[config.mk]
export PLATFORM = sky130hd
export DESIGN_NAME = dma_ctrl
export DESIGN_NICKNAME = d
export VERILOG_FILES = /design/src/rtl/dma_ctrl.sv
export SDC_FILE = /design/constraint.sdc
export NUM_CORES = 1
export LEC_CHECK = 0
export CORE_ASPECT_RATIO = 1.5
export CORE_MARGIN = 5
export CORE_UTILIZATION = 45
export CTS_BUF_LIST = sky130_fd_sc_hd__clkbuf_8 sky130_fd_sc_hd__clkbuf_16
export DETAILED_ROUTE_END_ITERATION = 12
export PLACE_DENSITY = 0.71
export SLEW_MARGIN = 10
export SYNTH_ARGS = -nofsm -noshare
export SYNTH_HDL_FRONTEND = slang
export SYNTH_SLANG_ARGS = --single-unit
[constraint.sdc]
create_clock -name clk_i -period 5.15 [get_ports clk_i]
set_input_delay 1.03 -clock clk_i [delete_from_list [all_inputs] [get_ports clk_i]]
set_output_delay 1.03 -clock clk_i [all_outputs]
set_load 0.05 [all_outputs]
[src/rtl/dma_ctrl.sv]
// -----------------------------------------------------------------------------
// dma_ctrl
//
// Single-channel byte DMA engine for a Z80 system. It moves bytes between
// memory and an I/O port. The CPU programs it through five byte registers.
// It requests the bus with BUSREQ/BUSACK and then drives the master bus itself.
//
// Register map (cpu_addr_i):
//   0 MEM_LO   memory address, low byte (working value, increments per byte)
//   1 MEM_HI   memory address, high byte
//   2 COUNT    bytes remaining (0 means 256)
//   3 PORT     I/O port (optionally increments per byte)
//   4 CTRL     write: [0] start [1] dir [2] port_inc [3] abort [4] irq_en
//      STATUS  read : {busy, done, 0, irq_en, 0, port_inc, dir, 0}
//
// Each byte takes 5 cycles: RD (2) + WR (2) + NEXT (1).
// dir = 0 : read memory, write I/O.
// dir = 1 : read I/O,    write memory.
//
// Optional feature (compile-time macro DMA_IRQ_EN):
//   defined   : the irq_en control bit and the level interrupt irq_o are live.
//   undefined : irq_o is tied low and irq_en reads as 0. Software can still
//               poll the done bit.
//
// Ports:
//   clk_i, rst_n_i           clock, asynchronous active-low reset
//   cs_i, cpu_wr_n_i         register select, CPU write strobe (active-low)
//   cpu_addr_i, cpu_data_i   register index, write data
//   cpu_data_o               read data (0x00 when cs_i is low)
//   busreq_n_o, busack_n_i   Z80 bus request / acknowledge (active-low)
//   bus_en_o                 high while this block owns the bus (master mux)
//   m_addr_o, m_data_o       master address / write data (0 when not owner)
//   m_data_i                 master read data
//   m_mreq_n_o, m_ioreq_n_o  master memory / I/O request strobes (active-low)
//   m_rd_n_o, m_wr_n_o       master read / write strobes (active-low)
//   irq_o                    transfer-complete interrupt, level, active-high
//
// State table:
//   state  | meaning
//   IDLE   | not busy; registers writable; waits for a start write
//   REQ    | busreq asserted; waits for busack (abort goes straight to REL)
//   RD     | 2-cycle read of the source side; data captured on the final edge
//   WR     | 2-cycle write of the captured byte to the destination side
//   NEXT   | 1 cycle, strobes idle; advances COUNT/MEM/PORT
//   REL    | bus released, busreq high; waits for busack to drop
// -----------------------------------------------------------------------------
module dma_ctrl (
    input  logic        clk_i,
    input  logic        rst_n_i,
    input  logic        cs_i,
    input  logic        cpu_wr_n_i,
    input  logic [2:0]  cpu_addr_i,
    input  logic [7:0]  cpu_data_i,
    output logic [7:0]  cpu_data_o,
    output logic        busreq_n_o,
    input  logic        busack_n_i,
    output logic        bus_en_o,
    output logic [15:0] m_addr_o,
    output logic [7:0]  m_data_o,
    input  logic [7:0]  m_data_i,
    output logic        m_mreq_n_o,
    output logic        m_ioreq_n_o,
    output logic        m_rd_n_o,
    output logic        m_wr_n_o,
    output logic        irq_o
);

    typedef enum logic [2:0] {
        S_IDLE = 3'd0,
        S_REQ  = 3'd1,
        S_RD   = 3'd2,
        S_WR   = 3'd3,
        S_NEXT = 3'd4,
        S_REL  = 3'd5
    } state_t;

    localparam logic [2:0] A_MEM_LO = 3'd0;
    localparam logic [2:0] A_MEM_HI = 3'd1;
    localparam logic [2:0] A_COUNT  = 3'd2;
    localparam logic [2:0] A_PORT   = 3'd3;
    localparam logic [2:0] A_CTRL   = 3'd4;

    // RD and WR phase timer: loaded to 1 on entry, terminal count at 0.
    localparam logic PH_LOAD = 1'b1;

    state_t      state_q, state_d;
    logic        tmr_q;
    logic [15:0] mem_q;
    logic [7:0]  count_q;
    logic [7:0]  port_q;
    logic [7:0]  data_q;
    logic        dir_q;
    logic        port_inc_q;
    logic        done_q;
    logic        abort_q;
    logic        irq_en;

    logic        busy;
    logic        xfer_active;
    logic        reg_wr;
    logic        ctrl_wr;
    logic        start_wr;
    logic        abort_wr;
    logic        abort_req;
    logic        tmr_done;
    logic        last_byte;
    logic        enter_idle;
    logic [7:0]  status;

    // -------------------------------------------------------------------------
    // Decode
    // -------------------------------------------------------------------------
    assign busy        = (state_q != S_IDLE);
    assign xfer_active = (state_q == S_REQ) || (state_q == S_RD) ||
                         (state_q == S_WR)  || (state_q == S_NEXT);
    assign reg_wr      = cs_i & ~cpu_wr_n_i;
    assign ctrl_wr     = reg_wr && (cpu_addr_i == A_CTRL);
    assign start_wr    = ctrl_wr && cpu_data_i[0] && !busy;
    assign abort_wr    = ctrl_wr && cpu_data_i[3] && busy;
    // The abort written this cycle counts as well as one latched earlier,
    // so an abort that lands on the edge leaving NEXT still stops the run.
    assign abort_req   = abort_q | abort_wr;
    assign tmr_done    = (tmr_q == 1'b0);
    // COUNT==0 encodes 256, so only a value of 1 marks the final byte.
    assign last_byte   = (count_q == 8'd1);
    assign enter_idle  = (state_q == S_REL) && (state_d == S_IDLE);
    assign status      = {busy, done_q, 1'b0, irq_en, 1'b0, port_inc_q, dir_q, 1'b0};

    // -------------------------------------------------------------------------
    // FSM: state register
    // -------------------------------------------------------------------------
    always_ff @(posedge clk_i or negedge rst_n_i) begin
        if (!rst_n_i) begin
            state_q <= S_IDLE;
        end else begin
            state_q <= state_d;
        end
    end

    // -------------------------------------------------------------------------
    // FSM: next state
    // -------------------------------------------------------------------------
    always_comb begin
        state_d = state_q;
        case (state_q)
            S_IDLE: begin
                if (start_wr) begin
                    state_d = S_REQ;
                end
            end
            S_REQ: begin
                if (abort_req) begin
                    state_d = S_REL;
                end else if (!busack_n_i) begin
                    state_d = S_RD;
                end
            end
            S_RD: begin
                if (tmr_done) begin
                    state_d = S_WR;
                end
            end
            S_WR: begin
                if (tmr_done) begin
                    state_d = S_NEXT;
                end
            end
            S_NEXT: begin
                if (abort_req || last_byte) begin
                    state_d = S_REL;
                end else begin
                    state_d = S_RD;
                end
            end
            S_REL: begin
                if (busack_n_i) begin
                    state_d = S_IDLE;
                end
            end
            default: state_d = S_IDLE;
        endcase
    end

    // -------------------------------------------------------------------------
    // FSM: outputs (purely from state, so reset forces them immediately)
    // -------------------------------------------------------------------------
    always_comb begin
        busreq_n_o  = 1'b1;
        bus_en_o    = 1'b0;
        m_addr_o    = 16'h0000;
        m_data_o    = 8'h00;
        m_mreq_n_o  = 1'b1;
        m_ioreq_n_o = 1'b1;
        m_rd_n_o    = 1'b1;
        m_wr_n_o    = 1'b1;
        case (state_q)
            S_REQ: begin
                busreq_n_o = 1'b0;
            end
            S_RD: begin
                busreq_n_o = 1'b0;
                bus_en_o   = 1'b1;
                m_data_o   = data_q;
                m_rd_n_o   = 1'b0;
                if (dir_q) begin
                    m_addr_o    = {8'h00, port_q};
                    m_ioreq_n_o = 1'b0;
                end else begin
                    m_addr_o   = mem_q;
                    m_mreq_n_o = 1'b0;
                end
            end
            S_WR: begin
                busreq_n_o = 1'b0;
                bus_en_o   = 1'b1;
                m_data_o   = data_q;
                m_wr_n_o   = 1'b0;
                if (dir_q) begin
                    m_addr_o   = mem_q;
                    m_mreq_n_o = 1'b0;
                end else begin
                    m_addr_o    = {8'h00, port_q};
                    m_ioreq_n_o = 1'b0;
                end
            end
            S_NEXT: begin
                busreq_n_o = 1'b0;
                bus_en_o   = 1'b1;
                m_data_o   = data_q;
            end
            default: begin
            end
        endcase
    end

    // -------------------------------------------------------------------------
    // Phase timer for the two-cycle RD and WR states
    // -------------------------------------------------------------------------
    always_ff @(posedge clk_i or negedge rst_n_i) begin
        if (!rst_n_i) begin
            tmr_q <= 1'b0;
        end else if ((state_d != state_q) && ((state_d == S_RD) || (state_d == S_WR))) begin
            tmr_q <= PH_LOAD;
        end else if (!tmr_done) begin
            tmr_q <= tmr_q - 1'b1;
        end
    end

    // -------------------------------------------------------------------------
    // Working registers, captured data, done flag
    // -------------------------------------------------------------------------
    always_ff @(posedge clk_i or negedge rst_n_i) begin
        if (!rst_n_i) begin
            mem_q      <= 16'h0000;
            count_q    <= 8'h00;
            port_q     <= 8'h00;
            data_q     <= 8'h00;
            dir_q      <= 1'b0;
            port_inc_q <= 1'b0;
            done_q     <= 1'b0;
            abort_q    <= 1'b0;
        end else begin
            if (reg_wr && !busy) begin
                case (cpu_addr_i)
                    A_MEM_LO: mem_q[7:0]  <= cpu_data_i;
                    A_MEM_HI: mem_q[15:8] <= cpu_data_i;
                    A_COUNT:  count_q     <= cpu_data_i;
                    A_PORT:   port_q      <= cpu_data_i;
                    A_CTRL: begin
                        dir_q      <= cpu_data_i[1];
                        port_inc_q <= cpu_data_i[2];
                    end
                    default: begin
                    end
                endcase
            end

            if ((state_q == S_RD) && tmr_done) begin
                data_q <= m_data_i;
            end

            if (state_q == S_NEXT) begin
                count_q <= count_q - 8'd1;
                mem_q   <= mem_q + 16'd1;
                if (port_inc_q) begin
                    port_q <= port_q + 8'd1;
                end
            end

            // Abort is held only while a transfer is in flight; REL and IDLE
            // clear it so it cannot leak into the next run.
            abort_q <= xfer_active && abort_req;

            if (ctrl_wr) begin
                done_q <= 1'b0;
            end
            if (enter_idle) begin
                done_q <= 1'b1;
            end
        end
    end

`ifdef DMA_IRQ_EN
    logic irq_en_q;
    logic irq_q;

    always_ff @(posedge clk_i or negedge rst_n_i) begin
        if (!rst_n_i) begin
            irq_en_q <= 1'b0;
            irq_q    <= 1'b0;
        end else begin
            if (ctrl_wr && !busy) begin
                irq_en_q <= cpu_data_i[4];
            end
            if (ctrl_wr) begin
                irq_q <= 1'b0;
            end
            if (enter_idle) begin
                irq_q <= irq_en_q;
            end
        end
    end

    assign irq_en = irq_en_q;
    assign irq_o  = irq_q;
`else
    assign irq_en = 1'b0;
    assign irq_o  = 1'b0;
`endif

    // -------------------------------------------------------------------------
    // CPU read mux
    // -------------------------------------------------------------------------
    always_comb begin
        cpu_data_o = 8'h00;
        if (cs_i) begin
            case (cpu_addr_i)
                A_MEM_LO: cpu_data_o = mem_q[7:0];
                A_MEM_HI: cpu_data_o = mem_q[15:8];
                A_COUNT:  cpu_data_o = count_q;
                A_PORT:   cpu_data_o = port_q;
                A_CTRL:   cpu_data_o = status;
                default:  cpu_data_o = 8'h00;
            endcase
        end
    end

endmodule
# Word-level counts from Yosys, hierarchy flattened
# Index checks and enable logic that the tools add are counted.
# Widths: inputs -> output; s select.
[totals]
elab_cells = 100
out_inout_bits = 39
in_bits = 24
regBits = 48
[classes]
eq_ne = 13
add_sub_neg = 4
n_mux = 37
n_bitwise = 4
reduce_logical = 31
[ops]
columns = ["op", "n"]
rows = [
  ["$mux 8", 11],
  ["$mux 16", 4],
  ["$pmux 8 s5", 1],
  ["$pmux 16 s2", 1],
  ["$mux 3", 7],
  ["$eq 3x2->1 const B", 6],
  ["$pmux 3 s6", 1],
  ["$add 16x1->16 const B", 1],
  ["$logic_and 1x1->1", 10],
  ["$mux 1", 10],
  ["$reduce_bool 2->1", 5],
  ["$eq 3x3->1 const B", 3],
  ["$logic_not 3->1", 3],
  ["$add 8x1->8 const B", 1],
  ["$eq 8x1->1 const B", 1],
  ["$reduce_and 2->1", 4],
  ["$sub 8x1->8 const B", 1],
  ["$eq 3x1->1 const B", 2],
  ["$logic_or 1x1->1", 5],
  ["$pmux 1 s2", 2],
  ["$reduce_or 4->1", 1],
  ["$ne 3x3->1", 1],
  ["$reduce_bool 3->1", 1],
  ["$reduce_or 3->1", 1],
  ["5 further kinds", 6],
]

# Longest topological paths before layout
# Gate-level depths: netlist of the first run.
[logic_depth]
ltp_word = 13
mapped_depth = 7
mapped_depth_nobuf = 5

# Worst setup path after synthesis of the first run
# Ideal clock, no wire load.
[synth_timing]
path_type = "input-to-output"
startpoint = "input cpu_addr_i[1]"
endpoint = "output cpu_data_o[1]"
path_stages = 4
setup_slack_ns = 1.325
t_arrival_ns = 2.795
required_time_ns = 4.120
path_buffers = 1
cell_sequence = "clkbuf_1 mux4_2 nand2b_1 a21boi_0"
[synth_via]
elab_chain_len = 3
elab_cells_between_ends = 7
cone_classes = "4 x eq/ne; 2 x mux; 1 x reduce/logical"
[synth_rtl]
columns = ["element", "line", "rtl"]
rows = [
  ["start: declaration", "52", "input logic [2:0] cpu_addr_i,"],
  ["$eq 3x3->1 (tied with other cells)", "337", "case (cpu_addr_i)"],
  ["$pmux 8 s5 *", "337", ""],
  ["$mux 8 *", "336", "if (cs_i) begin"],
  ["end: declaration", "54", "output logic [7:0] cpu_data_o,"],
]
# Mark *: on every way between the ends. The rest lies on a longest branch, timed or not.

# Final worst setup path of the first run
# Ends and elaborated chain as after synthesis.

==> results.cfg, run 1 <==
[power_and_ir_drop]
power_mw = 2.568
p_switching_mw = 1.325
p_int_mw = 1.243
p_comb_frac = 0.573
p_per_area_nw_per_um2 = 655.8
leakage_nw = 1.545
p_sw_frac = 0.5159
ir_drop_uv = 470.0
power_frac_seq = 0.333
pwr-share-clk = 0.094

[hold_path]
hold_class = reg2reg

[placement]
dpl-instance-area_um2 = 3822
port_buffers = 61
dp_hpwl_mm = 7.266
place_ws_ns = 0.7688
gp_congestion = 0.9304
dp.cells = 464

[yosys]
synth_xor_xnor_area_share = 0.005510
synthSimpleGateAreaFrac = 0.2668
synth_cell_types = 59
ys_seq_area_frac = 0.3778
synth-warning-count = 0
synthAdderAreaFrac = 0.01574
synth_nets = 370
async_flop_share = 1.000
muxShareOfSynthArea = 0.1153
synth.area.top_cells = dfrtp_1 38%, mux4_2 5.7%, mux2_2 4.6%
netlist_top_cells_count = 48 x dfrtp_1, 28 x nor2_1, 25 x nand2_1
synth_top_area_share = 0.3778
netlist_area_um2 = 3179
ys.flop_type = dfrtp_1
synth.most_common_cell = dfrtp_1
avgSynthCellArea_um2 = 9.296
synth-seq-cells = 48
synth-compound-area-share = 0.1787
synth-edff-count = 0
synthCells = 342
synth_top_family_by_area = simple AND/OR/NAND/NOR gates
synth_top_cell_by_area = dfrtp_1

[worst_setup_path]
cpMostUsedCell = clkdlybuf4s50_1
crit_path_end_kind = primary output
cp-start-kind = input port
worst-path-max-fanout = 14
crit_type = in2out
cp_slowest_cell = clkdlybuf4s50_1
arrival_ns = 3.36
worstPathCellList = clkdlybuf4s50_1 -> buf_4 -> nor2_1 -> nand3_1 -> a21boi_0 -> clkdlybuf4s50_1
worst-endpoint-required_ns = 4.12
timing.critical_path.slowest_cell_delay_ns = 0.82

[global_routing]
gr-total-overflow = 0
grt_usage = 0.2256
grt_start_max_net_pins = 49
grt_antenna_before_repair = 0
grt_pass1_vias = 2905
grt_pass1_wl_mm = 15.46

[final_layout]
n_antenna_cell = 0
final_cells = 472
finish.utilization = 0.5677
finalInstanceArea_um2 = 3916
regArea_um2 = 1201
multi_input_area_um2 = 1854
layout.nets = 421
drive_gt1_frac = 0.1142
area_growth_pct = 23.18
nFillCells = 623

[timing]
relSlewSlack = 0.4615
setup_slack_ns = 0.7590
max_freq_mhz = 227.7
fin_tns_setup_ns = 0
final_max_slew_viol_count = 0
final.min_clock_period_ns = 4.391
hold_viol_final = 0
rsz0062_at_grt = false
skew_ns = 0.006523
finalSetupViolCount = 0
worst_pin_slew_ns = 0.8048
post-route-period-util = 0.8526
fin_hold_ws_ns = 0.5039

[floorplanning]
dieArea_um2 = 8881
row_count = 37
io_pins = 63
dieHeight_um = 112.9
core-area_um2 = 6898
fp.dieW_um = 78.63
start_util = 0.4609

[drt]
totalWireLength_mm = 9.783
route.detailed.drc = 0
drt-vias-per-instance = 6.443
ant_nets = 0
dr.pass1.iters = 5
wl_per_cell_um = 20.73
first_iter_violations = 246
vias = 3041

[clock_tree]
clkLatencyLatePin_ns = 0.31
clk_pin_slew_worst_paths_ns = 0.09
clkSinkCount = 48
cts_made_buffers = 5
postCtsSetupRepairBufs = 0
ctsHoldBuffers = 0
cts_resized = 0
cts-root-buf = clkbuf_8
cts_max_level = 2
cts.path.max_buffers = 2
cts_tree = built

[outcome]
status = complete, no violations

[run]
cap_viol_max_count = 0
-- worst max-delay path, delay by kind of cell --
kind                   cells  cell delay [ns]
AND/OR/NAND/NOR            2             0.72
buffers and inverters      3             1.42
AO/OA/AOI/OAI              1             0.19
-- worst paths after layout --
check	start	end	slack, ns	cells after the start
max in group asynchronous	rst_n_i	port_q[3]$_DFF_PN0_	3.92	2
min in group asynchronous	rst_n_i	data_q[4]$_DFFE_PN0P_	0.81	2
worst min-delay path	data_q[5]$_DFFE_PN0P_	data_q[5]$_DFFE_PN0P_	0.50	1
worst min register to register	data_q[5]$_DFFE_PN0P_	data_q[5]$_DFFE_PN0P_	0.50	1
worst max-delay path	cpu_addr_i[1]	cpu_data_o[1]	0.76	6
worst max register to register	state_q[0]$_DFF_PN0_	mem_q[14]$_DFFE_PN0P_	2.67	4
-- metal layers --
| layer | share of wire | track usage | wire length [um] |
|---|---|---|---|
| met1 | 0.39 | 0.2752 | 3804 |
| met2 | 0.50 | 0.3738 | 4902 |
| met3 | 0.077 | 0.05175 | 753 |
| met4 | 0.033 | 0.1074 | 321 |
| met5 | 0 | 0 | 0 |
-- power by group through the flow --
stage / combinational [mW] / clock [mW] / sequential (mW)
3_5_place_dp: 1.47 / 0 / 0.850
5_1_grt: 1.57 / 0.258 / 0.880
4_1_cts: 1.48 / 0.247 / 0.841
2_1_floorplan: 1.13 / 0 / 0.691
6_report: 1.47 / 0.241 / 0.855
3_3_place_gp: 1.46 / 0 / 0.844
-- cells by family after synthesis --
kind of cell               after synthesis
buffers and inverters                   29
AOI/OAI and AO/OA                       79
other                                    1
xor gates and xnor gates                 2
adders and majority gates                4
muxes                                   25
DFF                                     48
and+or+nand+nor                        154
-- area by class of cell --
class	count	area share
clock inverter	2	0.002875
timing repair buffer	66	0.1642
sequential	48	0.3067
multi-input combinational	265	0.4735
inverter	7	0.006709
tap	78	0.02492
clock buffer	6	0.02109
-- state kept, by name (all words and copies together), names as in the netlist --
name / count
mem_q: 16
count_q: 8
data_q: 8
port_q: 8
state_q: 3
abort_q: 1
dir_q: 1
done_q: 1
port_inc_q: 1
tmr_q: 1
-- layout by cell type, fill, tap and decap left out, drive strengths merged, types with 3 or more instances in the layout --
master	n
a211oi	4
a21boi	3
a21oi	11
a22o	6
a311oi	4
a31oi	6
and3	15
buf	6
clkbuf	6
clkdlybuf4s50	60
dfrtp	48
ha	4
inv	8
mux2	13
mux2i	4
mux4	8
nand2	25
nand2b	7
nand3	17
nand4	7
nor2	28
nor2b	16
nor3	10
nor3b	4
nor4	4
o211ai	3
o21ai	13
o221a	6
o22ai	8
o311ai	3
(Power assumes the default switching activity.)
==> run 2: changes to the inputs <==
--- a/config.mk
+++ b/config.mk
@@ -6,12 +6,12 @@
 export NUM_CORES = 1
 export LEC_CHECK = 0
 export CORE_ASPECT_RATIO = 1.5
-export CORE_MARGIN = 5
+export CORE_MARGIN = 2
 export CORE_UTILIZATION = 45
 export CTS_BUF_LIST = sky130_fd_sc_hd__clkbuf_8 sky130_fd_sc_hd__clkbuf_16
 export DETAILED_ROUTE_END_ITERATION = 12
 export PLACE_DENSITY = 0.71
-export SLEW_MARGIN = 10
+export SLEW_MARGIN = 40
 export SYNTH_ARGS = -nofsm -noshare
 export SYNTH_HDL_FRONTEND = slang
 export SYNTH_SLANG_ARGS = --single-unit
==> results.cfg, run 2 (synthesis results as in run 1) <==
[clock_tree]
ctsHoldBuffers = 0
clkLatencyLatePin_ns = 0.31
clk_pin_slew_worst_paths_ns = 0.09
cts_resized = 0
cts.path.max_buffers = 2
postCtsSetupRepairBufs = 0
cts_tree = built
cts-root-buf = clkbuf_8
clkSinkCount = 48
cts_made_buffers = 5
cts_max_level = 2

[timing]
relSlewSlack = 0.4534
hold_viol_final = 0
final_max_slew_viol_count = 0
rsz0062_at_grt = false
fin_hold_ws_ns = 0.5095
final.min_clock_period_ns = 4.433
worst_pin_slew_ns = 0.8169
max_freq_mhz = 225.6
finalSetupViolCount = 0
fin_tns_setup_ns = 0
skew_ns = 0.008563
post-route-period-util = 0.8607

[drt]
first_iter_violations = 281
totalWireLength_mm = 9.499
dr.pass1.iters = 6
wl_per_cell_um = 20.08
ant_nets = 0
route.detailed.drc = 0
vias = 3051
drt-vias-per-instance = 6.450

[global_routing]
grt_start_max_net_pins = 49
grt_pass1_wl_mm = 15.01
grt_antenna_before_repair = 0
grt_pass1_vias = 2938
gr-total-overflow = 0
grt_usage = 0.2522

[worst_setup_path]
crit_type = in2out
arrival_ns = 3.40
worst-endpoint-required_ns = 4.12
r2r_slack_ns = 2.66
cp-start-kind = input port
crit_path_end_kind = primary output
worst-path-max-fanout = 14

[power_and_ir_drop]
p_per_area_nw_per_um2 = 655.0
power_mw = 2.570
ir_drop_uv = 395.6
leakage_nw = 1.551

[floorplanning]
start_util = 0.4640
core-area_um2 = 6852
fp.dieW_um = 72.63
row_count = 37
dieArea_um2 = 7767
dieHeight_um = 106.9
io_pins = 63

[final_layout]
area_growth_pct = 23.42
finalInstanceArea_um2 = 3924
layout.nets = 422
final_common_cell = clkdlybuf4s50_1
finish.utilization = 0.5727
n_antenna_cell = 0
mostFrequentLayoutCells = 60 x clkdlybuf4s50_1, 48 x dfrtp_1, 28 x nor2_1
largest_register_ff_count = 16
drive_gt1_frac = 0.1165
top_register = mem_q

[outcome]
status = complete, no violations

[placement]
dpl-instance-area_um2 = 3830
gp_congestion = 0.9390
dp_hpwl_mm = 6.967
port_buffers = 61

[run]
cap_viol_max_count = 0

[hold_path]
hold_class = reg2reg
## run 2: cell types whose count changed in the layout (fill, tap and decap cells not counted), sizes merged
cell,change
buf,+1
## run 2: area by class of cell
cell class / count / area (um^2)
clock inverter: 2 / 11.26
inverter: 7 / 26.28
timing repair buffer: 67 / 650.6
multi-input combinational: 265 / 1854
sequential: 48 / 1201
tap: 78 / 97.59
clock buffer: 6 / 82.58
fill: 625 / 2928
## run 2: worst paths after layout
check	from	end	cells past startpoint
min reg2reg	data_q[5]$_DFFE_PN0P_	data_q[5]$_DFFE_PN0P_	1
min	data_q[5]$_DFFE_PN0P_	data_q[5]$_DFFE_PN0P_	1
max in group asynchronous	rst_n_i	port_q[3]$_DFF_PN0_	2
max	cpu_addr_i[1]	cpu_data_o[4]	4
max reg2reg	state_q[0]$_DFF_PN0_	mem_q[14]$_DFFE_PN0P_	4
min in group asynchronous	rst_n_i	data_q[5]$_DFFE_PN0P_	2
## run 2: power breakdown
| part | switching, mW | leakage [nW] | total (mW) | internal (mW) |
|---|---|---|---|---|
| clock | 0.134 | 0.0486 | 0.241 | 0.107 |
| sequential | 0.299 | 0.564 | 0.849 | 0.550 |
| combinational | 0.889 | 0.938 | 1.48 | 0.591 |
| total | 1.32 | 1.55 | 2.57 | 1.25 |
## run 2: stage by stage
step,instances,worst slack (ns)
final,473,0.7174
after global placement,465,0.7581
after global routing,473,0.5974
after floorplan,342,1.325
after detailed placement,465,0.7408
after CTS,473,0.7332
## run 2: critical path, stage by stage
cell             delay [ns]
clkdlybuf4s50_1        0.91
mux4_2                 0.58
nor2b_1                0.16
clkdlybuf4s50_1        0.71
## run 2: metal layers
metal / up-vias / share of wire / wire length, um / global-route usage
met5: - / 0 / 0 / 0
li1: 1401 / - / - / -
met2: 145 / 0.47 / 4505 / 0.3935
met3: 37 / 0.064 / 607 / 0.03571
met4: 0 / 0.050 / 476 / 0.1495
met1: 1468 / 0.41 / 3910 / 0.3286
